--- src/rtl/lcd_timing_ctrl_if.sv ---
// lcd_timing_ctrl_if: panel-ID/frame inputs and timing/enable outputs of the LCD timing controller
interface lcd_timing_ctrl_if;
   logic [15:0] lcd_id;
   logic        frame_start;
   logic [10:0] h_sync, h_back, h_disp, h_total;
   logic [10:0] v_sync, v_back, v_disp, v_total;
   logic [1:0]  clk_sel;
   logic        cfg_valid, drv_en, disp_en, bl_en, id_err;
   modport master (
      input  lcd_id, frame_start,
      output h_sync, h_back, h_disp, h_total, v_sync, v_back, v_disp, v_total,
      output clk_sel, cfg_valid, drv_en, disp_en, bl_en, id_err
   );
   modport slave (
      output lcd_id, frame_start,
      input  h_sync, h_back, h_disp, h_total, v_sync, v_back, v_disp, v_total,
      input  clk_sel, cfg_valid, drv_en, disp_en, bl_en, id_err
   );
endinterface

--- src/rtl/lcd_timing_ctrl.sv ---
// lcd_timing_ctrl: panel-ID timing decode plus power-up and frame-aligned reconfigure sequencing
module lcd_timing_ctrl #(
   parameter int PWR_CYCLES = 1000,
   parameter int BL_FRAMES  = 2
) (
   input logic               pclk,
   input logic               rst,
   lcd_timing_ctrl_if.master bus
);
   typedef enum logic [2:0] {IDLE, DECODE, PWR_WAIT, BLANK, RUN, RECONF} state_t;
   state_t      state;
   logic [15:0] id_q, cnt;
   logic [3:0]  fcnt;
   logic [90:0] set, cfg;
   // {h sync/back/disp/total, v sync/back/disp/total, clk_sel, id_err}
   always_comb begin
      case (id_q)
         16'h7084: set = {11'd128, 11'd88, 11'd800, 11'd1056, 11'd2, 11'd33, 11'd480, 11'd525, 2'd1, 1'b0};
         16'h7016: set = {11'd20, 11'd140, 11'd1024, 11'd1344, 11'd3, 11'd20, 11'd600, 11'd635, 2'd2, 1'b0};
         16'h1018: set = {11'd10, 11'd80, 11'd1280, 11'd1440, 11'd3, 11'd10, 11'd800, 11'd823, 2'd3, 1'b0};
         default:  set = {11'd41, 11'd2, 11'd480, 11'd525, 11'd10, 11'd2, 11'd272, 11'd286, 2'd0, id_q != 16'h4342};
      endcase
   end
   assign {bus.h_sync, bus.h_back, bus.h_disp, bus.h_total,
           bus.v_sync, bus.v_back, bus.v_disp, bus.v_total, bus.clk_sel, bus.id_err} = cfg;
   always_ff @(posedge pclk) begin
      if (rst) begin
         state         <= IDLE;
         id_q          <= '0;
         cnt           <= '0;
         fcnt          <= '0;
         cfg           <= '0;
         bus.cfg_valid <= 1'b0;
         bus.drv_en    <= 1'b0;
         bus.disp_en   <= 1'b0;
         bus.bl_en     <= 1'b0;
      end else begin
         case (state)
            IDLE: begin
               id_q  <= bus.lcd_id;
               state <= DECODE;
            end
            DECODE: begin
               cfg           <= set;
               bus.cfg_valid <= 1'b1;
               cnt           <= '0;
               fcnt          <= '0;
               state         <= PWR_WAIT;
            end
            PWR_WAIT: begin
               if (cnt == 16'(PWR_CYCLES - 1)) begin
                  bus.drv_en <= 1'b1;
                  state      <= BLANK;
               end else cnt <= cnt + 16'd1;
            end
            BLANK: begin
               if (bus.frame_start) begin
                  if (fcnt == 4'(BL_FRAMES)) begin
                     bus.disp_en <= 1'b1;
                     bus.bl_en   <= 1'b1;
                     state       <= RUN;
                  end else fcnt <= fcnt + 4'd1;
               end
            end
            RUN: begin
               if (bus.lcd_id != id_q) begin
                  bus.disp_en <= 1'b0;
                  bus.bl_en   <= 1'b0;
                  state       <= RECONF;
               end
            end
            RECONF: begin
               if (bus.frame_start) begin
                  bus.drv_en    <= 1'b0;
                  bus.cfg_valid <= 1'b0;
                  state         <= IDLE;
               end
            end
            default: state <= IDLE;
         endcase
      end
   end
endmodule
--- src/flat_wrapper.sv ---
// flat-port wrapper written by rule: the top's interface ports become plain ports
module lcd_timing_ctrl_flat 
#(
   parameter int PWR_CYCLES = 1000,
   parameter int BL_FRAMES  = 2
)
  (pclk, rst, bus_lcd_id, bus_frame_start, bus_h_sync, bus_h_back, bus_h_disp, bus_h_total, bus_v_sync, bus_v_back, bus_v_disp, bus_v_total, bus_clk_sel, bus_cfg_valid, bus_drv_en, bus_disp_en, bus_bl_en, bus_id_err);
  lcd_timing_ctrl_if bus_i ();
  input logic pclk;
  input logic rst;
  input wire logic [$bits(bus_i.lcd_id)-1:0] bus_lcd_id;
  input wire logic [$bits(bus_i.frame_start)-1:0] bus_frame_start;
  output wire logic [$bits(bus_i.h_sync)-1:0] bus_h_sync;
  output wire logic [$bits(bus_i.h_back)-1:0] bus_h_back;
  output wire logic [$bits(bus_i.h_disp)-1:0] bus_h_disp;
  output wire logic [$bits(bus_i.h_total)-1:0] bus_h_total;
  output wire logic [$bits(bus_i.v_sync)-1:0] bus_v_sync;
  output wire logic [$bits(bus_i.v_back)-1:0] bus_v_back;
  output wire logic [$bits(bus_i.v_disp)-1:0] bus_v_disp;
  output wire logic [$bits(bus_i.v_total)-1:0] bus_v_total;
  output wire logic [$bits(bus_i.clk_sel)-1:0] bus_clk_sel;
  output wire logic [$bits(bus_i.cfg_valid)-1:0] bus_cfg_valid;
  output wire logic [$bits(bus_i.drv_en)-1:0] bus_drv_en;
  output wire logic [$bits(bus_i.disp_en)-1:0] bus_disp_en;
  output wire logic [$bits(bus_i.bl_en)-1:0] bus_bl_en;
  output wire logic [$bits(bus_i.id_err)-1:0] bus_id_err;
  assign bus_i.lcd_id = bus_lcd_id;
  assign bus_i.frame_start = bus_frame_start;
  assign bus_h_sync = bus_i.h_sync;
  assign bus_h_back = bus_i.h_back;
  assign bus_h_disp = bus_i.h_disp;
  assign bus_h_total = bus_i.h_total;
  assign bus_v_sync = bus_i.v_sync;
  assign bus_v_back = bus_i.v_back;
  assign bus_v_disp = bus_i.v_disp;
  assign bus_v_total = bus_i.v_total;
  assign bus_clk_sel = bus_i.clk_sel;
  assign bus_cfg_valid = bus_i.cfg_valid;
  assign bus_drv_en = bus_i.drv_en;
  assign bus_disp_en = bus_i.disp_en;
  assign bus_bl_en = bus_i.bl_en;
  assign bus_id_err = bus_i.id_err;
  lcd_timing_ctrl #(.PWR_CYCLES(PWR_CYCLES), .BL_FRAMES(BL_FRAMES)) u_core (.pclk(pclk), .rst(rst), .bus(bus_i));
endmodule
--- config.mk ---
export PLATFORM = sky130hd
export DESIGN_NAME = lcd_timing_ctrl_flat
export DESIGN_NICKNAME = d
export VERILOG_FILES = /design/src/rtl/lcd_timing_ctrl_if.sv /design/src/rtl/lcd_timing_ctrl.sv /design/src/flat_wrapper.sv
export SDC_FILE = /design/constraint.sdc
export NUM_CORES = 1
export LEC_CHECK = 0
export CAP_MARGIN = 20
export CORE_UTILIZATION = 41
export DETAILED_ROUTE_END_ITERATION = 12
export GPL_TIMING_DRIVEN = 1
export PLACE_DENSITY = 0.77
export SLEW_MARGIN = 20
export SYNTH_ARGS = -nofsm -noshare
export SYNTH_HDL_FRONTEND = slang
export SYNTH_SLANG_ARGS = --single-unit
export TNS_END_PERCENT = 20
--- constraint.sdc ---
create_clock -name pclk -period 2.19 [get_ports pclk]
set_clock_uncertainty 0.2 [all_clocks]
set_input_delay 0.219 -clock pclk [delete_from_list [all_inputs] [get_ports pclk]]
set_output_delay 0.219 -clock pclk [all_outputs]
set_load 0.005 [all_outputs]
# [Yosys cells after proc, flatten, opt, wreduce, memory -nomap -nowiden]
# Cells that the tools add are included.
[op_classes] add_sub_neg=2 eq_ne=19 n_mux=20 reduce_logical=12
[op_table] operator="$pmux 88 s3" n=1
[op_table] operator="$eq 16x15->1 const B" n=2
[op_table] operator="$pmux 16 s2" n=1
[op_table] operator="$pmux 3 s6" n=1
[op_table] operator="$add 16x1->16 const B" n=1
[op_table] operator="$eq 16x10->1 const B" n=1
[op_table] operator="$eq 16x13->1 const B" n=1
[op_table] operator="$mux 16" n=1
[op_table] operator="$ne 16x15->1 const B" n=1
[op_table] operator="$ne 16x16->1" n=1
[op_table] operator="$mux 3" n=5
[op_table] operator="$reduce_bool 2->1" n=5
[op_table] operator="$mux 4" n=2
[op_table] operator="$ne 2x2->1 const B" n=4
[op_table] operator="$pmux 4 s2" n=1
[op_table] operator="$eq 3x2->1 const B" n=2
[op_table] operator="$eq 3x3->1 const B" n=2
[op_table] operator="$ne 2x1->1 const B" n=3
[op_table] operator="$pmux 1 s2" n=3
[op_table] operator="$reduce_and 3->1" n=2
[op_table] operator="$mux 1" n=5
[op_table] operator="$reduce_and 5->1" n=1
[op_table] operator="$add 4x1->4 const B" n=1
[op_table] operator="$eq 4x2->1 const B" n=1
[op_table] operator="4 further kinds" n=5
[word_totals] ff_bits=133 inputBits=19 output_inout_bits=95 wordCells=61

# [Depth between registers and ports, before layout]
[logic_depth] word_depth=4 mapped_depth=8 depth_no_buf=8

# [Least setup slack after synthesis]
# OpenSTA, ideal clock, no wires.
[synth_timing] path_type="reg-to-reg" from="register u_core.id_q[6]" to="register u_core.cfg[0]" arrival_ns=1.790 setup_slack_ns=0.072 stages_incl_launch_ff=7 n_path_buf=0 period_less_slack_ns=2.118 path_cell_list="dfxtp_1 > or3_1 > or4_4 > nor4_4 > nor3_1 > a22oi_1 > nor2_1"
[synth_between] elab_chain_len=2 word_cells_on_any_way=5 cone_classes="eq/ne: 4; mux: 1"
[synth_rtl] item="start, declared" line="lcd_timing_ctrl.sv:12" text="logic [15:0] id_q, cnt;"
[synth_rtl] item="start signal, assigned" line="lcd_timing_ctrl.sv:40" text="id_q <= bus.lcd_id;"
[synth_rtl] item="$ne 16x15->1 (tied with other cells)" line="lcd_timing_ctrl.sv:21" text="default: set = {11'd41, 11'd2, 11'd480, 11'd525, 11'd10, 11'd2, 11'd272, 11'd286, 2'd0, id_q != 16'h4342};"
[synth_rtl] item="$pmux 88 s3 (*)" line="lcd_timing_ctrl.sv:17" text="case (id_q)"
[synth_rtl] item="end signal, assigned" line="lcd_timing_ctrl.sv:44" text="cfg <= set;"
[synth_rtl] item="end, declared" line="lcd_timing_ctrl.sv:14" text="logic [90:0] set, cfg;"
# Every way passes the cells marked *; elsewhere a longest branch is shown, timed or not.
# A chain may end at the register's enable or synchronous reset.

# [Worst setup path in the final report]
[layout_timing] from="register u_core.id_q[6]" to="register u_core.cfg[85]"
[layout_between] elab_chain_len=2 word_cells_on_any_way=4 cone_classes="eq/ne: 3; mux: 1"
[layout_rtl] item="$eq 16x13->1 or $eq 16x15->1 (tied branches)" line="lcd_timing_ctrl.sv:17"
[layout_rtl] item="$pmux 88 s3 (*)" line="lcd_timing_ctrl.sv:17"
# Marks and branches as above.

==> impl_metrics.py <==
metrics = {
    "run_status": {
        "status": "complete, no violations",
    },
    "place": {
        "dp_slack_ns": -0.0398,
        "dp_hpwl_mm": 4.92,
        "port_buffers": 78,
        "place_area_um2": 3740,
        "place_congestion": 0.823,
    },
    "sta": {
        "setup_viol_count_final": 0,
        "finalCritPeriodShare_pct": 94.7,
        "grt_setup_unrepaired": "false",
        "max_freq_mhz": 482,
        "hold_viol_final": 0,
        "min_period_ns": 2.07,
        "slew_violations": 0,
        "tns_ns": 0,
        "tightestPinTransition_ns": 0.553,
        "finalWorstSetupSlack_ns": 0.117,
        "relSlewSlack_pct": 63.1,
    },
    "worst_setup_path": {
        "worst_setup_path_start_kind": "flip-flop",
        "crit_type": "reg2reg",
        "crit_arrival_ns": 2.11,
        "crit_slowest_cell": "or4_4",
        "path_cells": "or3_1 -> or4_4 -> nor4_1 -> buf_4 -> nor2_1 -> o211a_1",
        "critPathBufInv": 1,
        "cp_slowest_stage_delay_ns": 0.45,
        "crit_fanout": 3,
        "critical_path.top_delay_family": "simple AND/OR/NAND/NOR gates",
        "cp.required_ns": 2.23,
        "endpoint_kind": "flip-flop",
    },
    "synthesis": {
        "async_flop_share_pct": 0,
        "synth_common_cells": "buf_4, dfxtp_1, nand2_1",
        "synth_top_area_cell": "dfxtp_1",
        "yosys_warnings": 0,
        "syn_inst": 403,
        "synth_seq_area_share_pct": 36.0,
        "ys_ff_latch": 58,
        "syn_avg_cell_area_um2": 8.01,
        "synth-edff-count": 0,
        "syn_area_um2": 3230,
        "yosys-top-cells-area": "dfxtp_1, buf_4, nand2_1",
        "synth_top_area_share_pct": 36.0,
        "yosysMostFrequentCell": "buf_4",
        "synth_flop_cell": "dfxtp_1",
        "ys_types": 43,
    },
    "final_layout": {
        "fill_cells": 664,
        "diodes": 0,
        "drive_above_1_share_pct": 9.25,
        "fin_nets": 471,
        "multi_input_area_um2": 1570,
        "area_delta_synth_final_pct": 24.5,
        "post-route-cell-area_um2": 4020,
        "seq_area_um2": 1160,
        "final_util_pct": 54.0,
    },
    "clock_network": {
        "clk_path_buf_depth": 2,
        "cts_setup_buffers": 0,
        "cts_tree": "yes",
        "numCtsBuffers": 9,
        "clkLatencyLatePin_ns": 0.35,
        "clkTransAtPathRegs_ns": 0.07,
        "cts_sinks": 58,
        "root_buffer": "clkbuf_8",
        "htree_levels": 3,
    },
    "global_routing": {
        "grt_max_degree": 27,
        "grt_pass1_wl_mm": 11.4,
        "grt_util_all_layers_pct": 17.2,
        "grt_overflow": 0,
        "first_global_vias": 2407,
        "antenna_found_initial": 0,
    },
    "route": {
        "drc": 0,
        "ant_nets": 0,
        "viasPerCell": 4.79,
        "post_drt_wl_per_cell_um": 12.3,
        "drt_pre_antenna_iters": 4,
        "drt_iter0_drc": 108,
        "vias": 2651,
        "wl_mm": 6.81,
    },
    "job": {
        "max_cap_viol_count": 0,
    },
    "floorplanning": {
        "die_area_um2": 8230,
        "dieHeight_um": 90.7,
        "io_pins": 114,
        "core_um2": 7450,
        "initial_core_util_pct": 43.3,
        "fp-row-count": 31,
        "die_w_um": 90.7,
    },
    "power_and_ir_drop": {
        "leakage_nw": 1.52,
        "power_mw": 4.23,
        "power.density_nw_per_um2": 1050,
        "ir_drop_uv": 536,
    },
    "worst_hold_path": {
        "holdCritPathClass": "reg2reg",
    },
}
flip-flops by register name, indices dropped and copies added, names as in the netlist:
name	count
u_core.cnt	16
u_core.bus.cfg_valid	1
u_core.id_q	16
u_core.bus.drv_en	1
u_core.cfg	16
u_core.state	3
u_core.bus.disp_en	1
u_core.fcnt	4
worst paths after layout:
kind	slack (ns)	cells past startpoint	startpoint	endpoint
setup / recovery	0.12	6	u_core.id_q[6]	u_core.cfg[85]
hold / removal	0.28	2	u_core.cfg[37]	u_core.cfg[37]
setup reg to reg	0.12	6	u_core.id_q[6]	u_core.cfg[85]
hold reg to reg	0.28	2	u_core.cfg[37]	u_core.cfg[37]
layer usage:
| metal | vias up | wire length (um) | GRT usage, % |
|---|---|---|---|
| li1 | 1327 | - | - |
| met1 | 1221 | 3010 | 21.0 |
| met2 | 93 | 3340 | 28.2 |
| met3 | 10 | 350 | 4.63 |
| met4 | 0 | 111 | 7.53 |
| met5 | - | 0 | 0 |
cells in the final DEF (no fill, tap or decap), types with 2 or more instances in the layout:
master           count
a21oi_1             36
a31oi_1              2
and3_1               2
and4_1               2
buf_4               15
bufinv_16            3
clkbuf_8            11
clkdlybuf4s50_1     78
clkinv_2             2
conb_1              35
dfxtp_1             57
ha_1                 3
inv_1                4
mux2i_1              3
nand2_1             54
nand2b_1             4
nand3_1              6
nand4_1              5
nor2_1              42
nor2b_1              3
nor3_1              13
nor4_1              10
nor4b_1              3
nor4b_2              3
o21ai_0              3
o21ai_1              2
or2_2                2
or3_1                3
xnor2_1             16
xor2_1              16
stage by stage:
step | instances | hold slack, ns
6_report | 553 | 0.276
5_1_grt | 553 | 0.287
4_1_cts | 553 | 0.268
3_5_place_dp | 537 | 0.270
3_3_place_gp | 537 | 0.261
2_1_floorplan | 437 | 0.155
logic make-up after synthesis:
group	after synthesis	synth area share, %
and+or+nand+nor	158	24.1
AOI/OAI and AO/OA	52	8.99
xor gates and xnor gates	32	8.68
DFF	58	36.0
buffers and inverters	96	20.0
adders and majority gates	3	1.16
other	1	0.116
muxes	3	0.930
worst register-to-register path: cells and delay by family (launching register included):
family                 cells  cell delay (ns)
AO/OA/AOI/OAI              1             0.13
buffers and inverters      1             0.18
flip-flops                 1             0.32
AND/OR/NAND/NOR            4             1.15
repair_timing:
| item | in CTS | in global routing |
|---|---|---|
| resized for setup | 0 | 6 |
| hold buffers | 0 | 0 |
| setup endpoints to repair | 0 | 11 |
area by class of cell:
type / count / share of cell area [%]
clock buffers: 11 / 3.77
clock inverters: 5 / 2.49
inverters: 4 / 0.374
multi-input cells: 283 / 39.1
flip-flops and latches: 58 / 28.9
well taps: 99 / 3.08
repair buffers: 93 / 22.2
report_power, final:
group          switching, mW  leakage [nW]  internal (mW)
Clock                  0.426         0.129          0.814
Sequential             0.221         0.474           1.25
Combinational          0.757         0.921          0.757
(Power assumes the default switching activity.)
